===== src/rtl/difftest_uart_in_responder.sv =====
// Difftest UART-input responder: FIFO-backed getc server with zero-latency response.
// Optional macro UART_IN_LOOPBACK_EN echoes DUT putc bytes back into the FIFO.
module difftest_uart_in_responder #(
  parameter int          DEPTH    = 16,
  parameter logic [7:0]  EMPTY_CH = 8'hFF,
  parameter int          CW       = 32
) (
  input  logic                     clock,
  input  logic                     reset,
  input  logic                     push_valid,
  output logic                     push_ready,
  input  logic [7:0]               push_data,
  input  logic                     uart_in_valid,
  output logic [7:0]               uart_in_ch,
  input  logic                     uart_out_valid,
  input  logic [7:0]               uart_out_ch,
  output logic [$clog2(DEPTH):0]   count,
  output logic [CW-1:0]            underflow_cnt,
  output logic [CW-1:0]            drop_cnt
);

  localparam int AW = $clog2(DEPTH);
  localparam logic [AW:0]   PtrOne = 1;
  localparam logic [CW-1:0] CntOne = 1;

  logic [AW:0]   rdPtr_q, rdPtr_d, wrPtr_q, wrPtr_d;
  logic [CW-1:0] underflowCnt_q, underflowCnt_d;
  logic [7:0]    mem_q [DEPTH];
  logic          empty, full, doPop, doWrite, doDrop;
  logic [7:0]    wrData;

  assign empty = (rdPtr_q == wrPtr_q);
  assign full  = (rdPtr_q[AW] != wrPtr_q[AW]) && (rdPtr_q[AW-1:0] == wrPtr_q[AW-1:0]);
  assign doPop = uart_in_valid & ~empty;

`ifdef UART_IN_LOOPBACK_EN
  logic [CW-1:0] dropCnt_q, dropCnt_d;

  // Loopback owns the write port; during reset the pointers are equal so only ~reset forces ready.
  assign push_ready = ~reset | (~full & ~uart_out_valid);
  assign doWrite    = ~full & (uart_out_valid | push_valid);
  assign wrData     = uart_out_valid ? uart_out_ch : push_data;
  assign doDrop     = uart_out_valid & full;

  always_comb begin
    dropCnt_d = dropCnt_q;
    if (doDrop && !(&dropCnt_q)) begin
      dropCnt_d = dropCnt_q + CntOne;
    end
  end

  always_ff @(posedge clock or negedge reset) begin
    if (!reset) begin
      dropCnt_q <= '0;
    end else begin
      dropCnt_q <= dropCnt_d;
    end
  end

  assign drop_cnt = dropCnt_q;
`else
  logic unused_loopback;

  assign push_ready      = ~full;
  assign doWrite         = push_valid & ~full;
  assign wrData          = push_data;
  assign doDrop          = 1'b0;
  assign drop_cnt        = '0;
  assign unused_loopback = ^{uart_out_valid, uart_out_ch, doDrop};
`endif

  // Response comes straight from registered state, never from the request strobe.
  assign uart_in_ch    = empty ? EMPTY_CH : mem_q[rdPtr_q[AW-1:0]];
  assign count         = wrPtr_q - rdPtr_q;
  assign underflow_cnt = underflowCnt_q;

  always_comb begin
    rdPtr_d        = rdPtr_q;
    wrPtr_d        = wrPtr_q;
    underflowCnt_d = underflowCnt_q;
    if (doPop) begin
      rdPtr_d = rdPtr_q + PtrOne;
    end
    if (doWrite) begin
      wrPtr_d = wrPtr_q + PtrOne;
    end
    if (uart_in_valid && empty && !(&underflowCnt_q)) begin
      underflowCnt_d = underflowCnt_q + CntOne;
    end
  end

  always_ff @(posedge clock or negedge reset) begin
    if (!reset) begin
      rdPtr_q        <= '0;
      wrPtr_q        <= '0;
      underflowCnt_q <= '0;
    end else begin
      rdPtr_q        <= rdPtr_d;
      wrPtr_q        <= wrPtr_d;
      underflowCnt_q <= underflowCnt_d;
    end
  end

  always_ff @(posedge clock) begin
    if (doWrite) begin
      mem_q[wrPtr_q[AW-1:0]] <= wrData;
    end
  end

endmodule

===== config.mk =====
export PLATFORM = sky130hd
export DESIGN_NAME = difftest_uart_in_responder
export DESIGN_NICKNAME = d
export VERILOG_FILES = /design/src/rtl/difftest_uart_in_responder.sv
export SDC_FILE = /design/constraint.sdc
export NUM_CORES = 1
export LEC_CHECK = 0
export CAP_MARGIN = 30
export CORE_MARGIN = 2
export CORE_UTILIZATION = 49
export CTS_CLUSTER_SIZE = 25
export DETAILED_ROUTE_END_ITERATION = 12
export GPL_TIMING_DRIVEN = 0
export PLACE_DENSITY = 0.76
export SETUP_SLACK_MARGIN = 0.15
export SLEW_MARGIN = 20
export SYNTH_ARGS = -nofsm -noshare
export SYNTH_HDL_FRONTEND = slang
export SYNTH_SLANG_ARGS = --single-unit

===== constraint.sdc =====
create_clock -name clock -period 3.75 [get_ports clock]
set_input_delay 0.75 -clock clock [delete_from_list [all_inputs] [get_ports clock]]
set_output_delay 0.75 -clock clock [all_outputs]
set_load 0.03 [all_outputs]

======== Word level (Yosys, flattened, before mapping) ========
Memory sizes are Yosys's and may differ from the RTL's.
Cells that the tools add are included.
W data, S select, Z words.
storage, ports and cells
  memories ................................ 1
  logic and storage cells ................. 23
  latch bits .............................. 0
  memory bits (read-only) ................. 0
  bits in writable memories ............... 128
  output and inout bits ................... 78
  flip-flop bits (word level) ............. 42
memories
  name   words  width  read ports  clocked after memory_dff  write ports  RTL line  text
  mem_q  16     8      1           0                         1            28        logic [7:0] mem_q [DEPTH];
operators by class
  $mul .................................... 0
  div/mod/pow operators ................... 0
  $add $sub $neg .......................... 4
  bitwise operators ....................... 4
  equal/unequal tests ..................... 3
  reductions and logical operators ........ 5
  order comparisons ....................... 0
  shift operators ......................... 0
  multiplexer cells ....................... 3
operators by type and width
  kind                     number
  $add A32 B1 Y32 const B  1
  $reduce_and A32 Y1       1
  $add A5 B1 Y5 const B    2
  $mux W8                  1
  $eq A5 B5 Y1             1
  $sub A5 B5 Y5            1
  $eq A4 B4 Y1             1
  $logic_and A1 B1 Y1      3
  $and A1 B1 Y1            2
  $mux W1                  2
  $not A1 Y1               2
  $logic_not A1 Y1         1
  $ne A1 B1 Y1             1

======== Logic depth before layout (Yosys ltp) ========
Gate-level depths: netlist of run 1.
  word-level depth ........................ 6
  mapped depth ............................ 10
  mapped depth without buffers ............ 7

======== Worst setup path after synthesis of run 1 ========
OpenSTA, ideal clock, no wires.
  path kind ............................... register to register
  start point ............................. reg rdPtr_q[1]
  end point ............................... mem mem_q[3][0] (enable)
  buffers on the path ..................... 3
  cell stages (with the launch flop) ...... 11
  data arrival time ....................... 3,011 ps
  setup time .............................. 383 ps
  period minus slack after synthesis ...... 3,394 ps
  setup slack ............................. 356 ps
  path through ............................ dfrtp_1 > clkbuf_1 > clkbuf_1 > inv_1 > ha_1 > nand4_1 > nand2b_1 > and2_1 > clkbuf_1 > nand2_1 > nor3_1
between the ends
  longest elaborated chain between the ends .. 6
RTL lines
  what                           RTL line  text
  start: declaration             26        logic [AW:0] rdPtr_q, rdPtr_d, wrPtr_q, wrPtr_d;
  start signal: assignment       98        rdPtr_q <= rdPtr_d;
  $eq A4 B4 Y1                   33        assign full = (rdPtr_q[AW] != wrPtr_q[AW]) && (rdPtr_q[AW-1:0] == wrPtr_q[AW-1:0]);
  $logic_and A1 B1 Y1            33
  $not A1 Y1                     --
  named net push_ready           11        output logic push_ready,
  $and A1 B1 Y1                  65        assign doWrite = push_valid & ~full;
  $mux W1                        105       if (doWrite) begin
  $mux W1 (not written as such)  106       mem_q[wrPtr_q[AW-1:0]] <= wrData;
  end: declaration               28
The timed path passes the listed nets, and every way through them passes these cells.

======== Final worst setup path of run 1 ========
  start point ............................. reg rdPtr_q[1]
  end point ............................... out uart_in_ch[4]
between the ends
  longest elaborated chain between the ends .. 2
RTL lines
  what                                            RTL line  text
  $mem_v2 Z16 W8 or $eq A5 B5 Y1 (tied branches)  --
  $mux W8 *                                       73        assign uart_in_ch = empty ? EMPTY_CH : mem_q[rdPtr_q[AW-1:0]];
  end: declaration                                14        output logic [7:0] uart_in_ch,
Every way passes the cells marked *; elsewhere a longest branch is shown, timed or not.

==> impl_metrics.env, run 1 <==
export IMPL_final_instance_count_excl_fill=768
export IMPL_power_share_combinational_pct=39.5
export IMPL_worstPathArrival_ns=2.75
export IMPL_path_max_fanout=10
export IMPL_cts_made_buffers=17
export IMPL_cts_tree="done"
export IMPL_syn_avg_cell_area_um2=16.3
export IMPL_cts_sinks=170
export IMPL_post_place_cells=728
export IMPL_timing_fmax_mhz=286
export IMPL_drtIter0Drc=301
export IMPL_initial_core_util_pct=50.7
export IMPL_grt_first_pass_wirelength_mm=23.3
export IMPL_final_cell_mix="128 x edfxtp_1, 44 x clkdlybuf4s50_1, 42 x dfrtp_1, 40 x mux4_2, 39 x buf_4"
export IMPL_yosys_area_top_type="edfxtp_1"
export IMPL_coreArea_mm2=0.0146
export IMPL_min_period_over_period_pct=93.2
export IMPL_synth_area_leaders="edfxtp_1 52%, dfrtp_1 14%, mux4_2 12%"
export IMPL_final_area_mm2=0.00907
export IMPL_r2r_end="mem_q[1][4]"
export IMPL_fp_dieArea_mm2=0.0161
export IMPL_fp_row_count=44
export IMPL_synth_cell_types=36
export IMPL_cts_hold_buf=0
export IMPL_grt_util_all_layers_pct=19.5
export IMPL_antenna_found_initial=0
export IMPL_synth_area_mm2=0.00742
export IMPL_fin_skew_ns=0.00882
export IMPL_setup_tns_ns=0
export IMPL_gp_congestion=0.824
export IMPL_worstPathRequired_ns=3.00
export IMPL_yosysSeqAreaShare_pct=66.0
export IMPL_pwr_share_clk_pct=25.5
export IMPL_placed_area_mm2=0.00838
export IMPL_clock_latency_ns=0.44
export IMPL_outcome="complete, no violations"
export IMPL_post_route_min_period_ns=3.50
export IMPL_power_switching_w=0.00244
export IMPL_p_seq_share_pct=35.0
export IMPL_vias=4317
export IMPL_vias_per_cell=5.62
export IMPL_r2r_slack_ns=0.32
export IMPL_synth_top_area_share_pct=51.8
export IMPL_hpwl_mm=10.0
export IMPL_rsz0062_at_grt="yes"
export IMPL_ir_drop_uv=799
export IMPL_syn_inst=455
export IMPL_drv_slew=0
export IMPL_maxSlewHeadroom_pct=43.7
export IMPL_hold_class="input port to asynchronous set/reset pin"
export IMPL_p_per_area_mw_per_mm2=747
export IMPL_r2r_start="rdPtr_q[1]"
export IMPL_tightest_slew_ns=0.842
export IMPL_dr_pass1_iters=5
export IMPL_finalPower_w=0.00678
export IMPL_cts_max_path_buffers=2
export IMPL_layout_drive_gt1_share_pct=26.0
export IMPL_hold_viol=0
export IMPL_grt_start_max_net_pins=24
export IMPL_pre_cts_slack_ns=-0.500
export IMPL_crit_end="uart_in_ch[4]"
export IMPL_fin_ws_ns=0.254
export IMPL_diodes=0
export IMPL_ant_nets=0
export IMPL_endpoint_kind="output port"
export IMPL_ios=99
export IMPL_netSwitchingFraction_pct=36.0
export IMPL_wirelength_mm=14.9
export IMPL_ys_seq_elements=170
export IMPL_grt_pass1_vias=4207
export IMPL_fin_nets=603
export IMPL_cap_violations=0
export IMPL_area_growth_pct=22.3
export IMPL_worst_setup_path_type="flip-flop to output port"
export IMPL_overflow=0
export IMPL_port_buffers=57
export IMPL_layout_commonest_cell="edfxtp_1"
export IMPL_reg2reg_depth=11
export IMPL_leakagePower_nw=3.40
export IMPL_cts_htree_levels=4
export IMPL_fp_dieW_um=127
export IMPL_crit_start="rdPtr_q[1]"
export IMPL_die_y_um=127
export IMPL_cts_root_buf="clkbuf_16"
export IMPL_drcViolationCount=0
export IMPL_p_int_w=0.00434
export IMPL_startpoint_type="flip-flop"
export IMPL_setup_viol=0
export IMPL_wl_per_cell_um=19.4
export IMPL_synth_warnings=0
export IMPL_cts_reportedPaths_clkPinSlew_ns=0.07
==> registers in the layout (all words and copies together) (netlist names) <==
register	flops
rdPtr_q	5
wrPtr_q	5
mem_q	128
underflow_cnt	32
==> cell families (layout without fill, tap and decap cells) <==
kind of cell    count (synthesis)  in the layout  synth area share, %
xor+xnor                       42             42                 4.96
other cells                     1             32               0.0506
mux                            41             41                 12.3
simple gates                  122            123                 9.06
compound gates                  8              8                0.641
flops                         170            170                 66.0
buf+inv                        60            157                 5.06
fa+ha+maj                      11             11                 1.96
==> how the worst min path moves through the flow <==
stage                            from                 to  slack [ns]
floorplan                       reset         rdPtr_q[0]        0.45
CTS                             reset  underflow_cnt[15]        0.28
finish                          reset  underflow_cnt[18]        0.27
global placement    underflow_cnt[21]  underflow_cnt[21]        0.48
global route                    reset  underflow_cnt[16]        0.30
detailed placement  underflow_cnt[21]  underflow_cnt[21]        0.49
==> repair_timing <==
action / CTS / global route
endpoints found under the setup margin: 133 / 99
gates resized for setup: 31 / 21
pin swaps: 2 / 0
cloned: 1 / 0
buffers inserted: 2 / 5
==> layout make-up <==
class | count | area (um^2)
Clock buffer | 18 | 429
Clock inverter | 14 | 156
Inverter | 13 | 48.8
Buffer | 47 | 350
Tap cell | 184 | 230
Fill cell | 1047 | 5570
Multi-Input combinational cell | 257 | 2320
Timing Repair Buffer | 65 | 636
Sequential cell | 170 | 4890
==> critical path, stage by stage, from the launching register on <==
cell,delay (ns)
dfrtp_1,0.36
clkbuf_2,0.22
clkbuf_2,0.34
mux4_2,0.39
mux4_2,0.47
or2_1,0.24
clkdlybuf4s15_2,0.29
==> cells in the mapped netlist <==
cell type / n
nor3b_1: 1
and2_1: 3
edfxtp_1: 128
o21ai_0: 2
nor2_1: 20
nor4b_2: 2
o211ai_1: 1
nand4_1: 17
nand2_1: 20
dfrtp_1: 42
a21o_1: 2
nand2b_1: 3
nor4_1: 10
a21oi_1: 3
or2_1: 8
buf_4: 33
or3_1: 2
xnor2_1: 15
and4_1: 4
conb_1: 1
nand3_1: 11
buf_1: 1
inv_2: 1
buf_2: 3
buf_6: 3
inv_1: 12
fa_1: 1
nor4_2: 2
nor2b_1: 1
mux4_2: 40
mux2_1: 1
ha_1: 10
xor2_1: 27
and3_1: 3
clkbuf_1: 7
nor3_1: 15
==> per-stage QoR <==
step	utilization, %	hold WS, ns
6_report	61.9	0.274
3_5_place_dp	57.2	0.485
4_1_cts	61.5	0.279
2_1_floorplan	-	0.454
3_3_place_gp	56.9	0.478
5_1_grt	61.9	0.301
==> power by group through the flow <==
stage	clock, W	sequential, W	combinational, W
after CTS	0.00174	0.00237	0.00265
final	0.00173	0.00237	0.00268
after floorplan	0	0.00242	0.00174
after detailed placement	0	0.00241	0.00263
after global placement	0	0.00240	0.00258
after global routing	0.00182	0.00239	0.00284
==> layer usage <==
layer / up-vias / global-route usage [%] / part of all wire [%]
li1: 1905 / - / -
met1: 2173 / 25.4 / 40
met2: 206 / 32.1 / 50
met3: 33 / 4.65 / 7.5
met4: 0 / 7.30 / 2.1
met5: - / 0 / 0
Power figures use the tool's default switching activity.
==> run 2: changes to the inputs <==
==> constraint.sdc (replaced) <==
create_clock -name clock -period 3.7 [get_ports clock]
set_input_delay 0.74 -clock clock [delete_from_list [all_inputs] [get_ports clock]]
set_output_delay 0.74 -clock clock [all_outputs]
set_load 0.03 [all_outputs]
==> impl_metrics.env, run 2 (synthesized netlist as in run 1, its figures left out) <==
export IMPL_worst_setup_path_type="flip-flop to output port"
export IMPL_fin_skew_ns=0.00870
export IMPL_multi_input_area_mm2=0.00234
export IMPL_worstPathArrival_ns=2.80
export IMPL_cp_slowest_cell="mux4_2"
export IMPL_fin_ws_ns=0.163
export IMPL_layout_drive_gt1_share_pct=26.1
export IMPL_finalPower_w=0.00691
export IMPL_final_area_mm2=0.00909
export IMPL_diodes=0
export IMPL_grt_first_pass_wirelength_mm=23.3
export IMPL_drtIter0Drc=292
export IMPL_cts_sinks=170
export IMPL_post_route_min_period_ns=3.54
export IMPL_ios=99
export IMPL_pre_cts_slack_ns=-0.540
export IMPL_ant_nets=0
export IMPL_cts_htree_levels=4
export IMPL_p_per_area_mw_per_mm2=760
export IMPL_cts_reportedPaths_clkPinSlew_ns=0.07
export IMPL_outcome="complete, no violations"
export IMPL_final_instance_count_excl_fill=767
export IMPL_die_y_um=127
export IMPL_tightest_slew_ns=0.843
export IMPL_worstPathRequired_ns=2.96
export IMPL_coreArea_mm2=0.0146
export IMPL_fp_row_count=44
export IMPL_setup_viol=0
export IMPL_antenna_found_initial=0
export IMPL_cts_made_buffers=17
export IMPL_hpwl_mm=10.0
export IMPL_vias_per_cell=5.66
export IMPL_vias=4344
export IMPL_timing_fmax_mhz=283
export IMPL_min_period_over_period_pct=95.6
export IMPL_ir_drop_uv=827
export IMPL_area_growth_pct=22.6
export IMPL_cts_root_buf="clkbuf_16"
export IMPL_gp_congestion=0.824
export IMPL_dr_pass1_iters=4
export IMPL_nFillCells=1053
export IMPL_placed_area_mm2=0.00838
export IMPL_reg2reg_depth=11
export IMPL_clock_latency_ns=0.44
export IMPL_startpoint_type="flip-flop"
export IMPL_fp_dieW_um=127
export IMPL_wirelength_mm=15.0
export IMPL_drv_slew=0
export IMPL_largest_reg_flops=128
export IMPL_endpoint_kind="output port"
export IMPL_cap_violations=0
export IMPL_port_buffers=57
export IMPL_path_common_cell="mux4_2"
export IMPL_initial_core_util_pct=50.7
export IMPL_overflow=0
export IMPL_crit_chain="clkbuf_2, buf_2, mux4_2, mux4_2, or2_1, dlygate4sd2_1"
export IMPL_layout_commonest_cell="edfxtp_1"
export IMPL_maxSlewHeadroom_pct=43.6
export IMPL_final_cell_mix="128 x edfxtp_1, 44 x clkdlybuf4s50_1, 42 x dfrtp_1, 40 x mux4_2, 39 x buf_4"
export IMPL_fin_nets=602
export IMPL_path_depth=6
export IMPL_grt_util_all_layers_pct=19.5
export IMPL_path_buf_inv=3
export IMPL_ff_latch_area_mm2=0.00489
export IMPL_cp_top_family="buffers and inverters"
export IMPL_setup_tns_ns=0
export IMPL_wl_per_cell_um=19.5
export IMPL_hold_viol=0
export IMPL_path_max_fanout=10
export IMPL_hold_class="input port to asynchronous set/reset pin"
export IMPL_grt_start_max_net_pins=24
export IMPL_grt_pass1_vias=4213
export IMPL_rsz0062_at_grt="yes"
export IMPL_post_place_cells=728
export IMPL_slowest_delay_ns=0.47
export IMPL_drcViolationCount=0
export IMPL_fp_dieArea_mm2=0.0161
export IMPL_leakagePower_nw=3.41
export IMPL_cts_tree="done"
export IMPL_cts_max_path_buffers=2
[run 2: cell types whose count changed in the layout (fill, tap and decap cells not counted), sizes merged]
| cell | before | now |
|---|---|---|
| clkbuf | 28 | 25 |
| clkdlybuf4s15 | 5 | 6 |
| dlygate4sd2 | 1 | 2 |
[run 2: area by class of cell]
class	instances	share of cell area, %
repair buffers	64	7.02
flip-flops and latches	170	53.8
multi-input cells	257	25.8
clock inverters	14	1.72
inverters	13	0.537
plain buffers	47	3.88
clock buffers	18	4.72
well taps	184	2.53
[run 2: repair_timing]
action | in CTS | in global routing
endpoints found under the setup margin | 142 | 132
gates cloned | 1 | 0
hold buffers | 0 | 0
gates resized for setup | 32 | 25
buffers inserted | 3 | 3
pin swaps | 2 | 0
[run 2: final timing paths]
path | start | to | slack [ns]
worst max-delay path | rdPtr_q[1] | uart_in_ch[6] | 0.16
worst max register to register | rdPtr_q[1] | mem_q[10][2] | 0.36
max in group asynchronous | reset | rdPtr_q[1] | 2.94
worst min-delay path | reset | underflow_cnt[18] | 0.27
min in group clock | rdPtr_q[4] | rdPtr_q[4] | 0.49
worst min register to register | rdPtr_q[4] | rdPtr_q[4] | 0.49
[run 2: metrics by stage]
| stage | hold slack, ns | util, % |
|---|---|---|
| after floorplan | 0.444 | - |
| after global placement | 0.478 | 56.9 |
| after detailed placement | 0.485 | 57.2 |
| after CTS | 0.269 | 61.6 |
| after global routing | 0.291 | 62.1 |
| final | 0.266 | 62.1 |
[run 2: worst reg2reg max path, delay by kind of cell (launching register included)]
family	cells	cell delay, ns
simple gates	5	1.24
buf+inv	5	1.04
flops	1	0.36
fa+ha+maj	1	0.33
[run 2: layer usage]
metal  track usage (%)  vias up  routed length [um]
li1                  -     1904                   -
met1              25.4     2189                5890
met2              32.1      225                7530
met3              4.65       26                1230
met4              7.30        0                 338
met5                 0        -                   0
[run 2: where the power goes]
part	switching, W	total (W)	internal, W
combinational	0.00158	0.00276	0.00117
sequential	0.000116	0.00240	0.00228
clock	0.000796	0.00175	0.000957
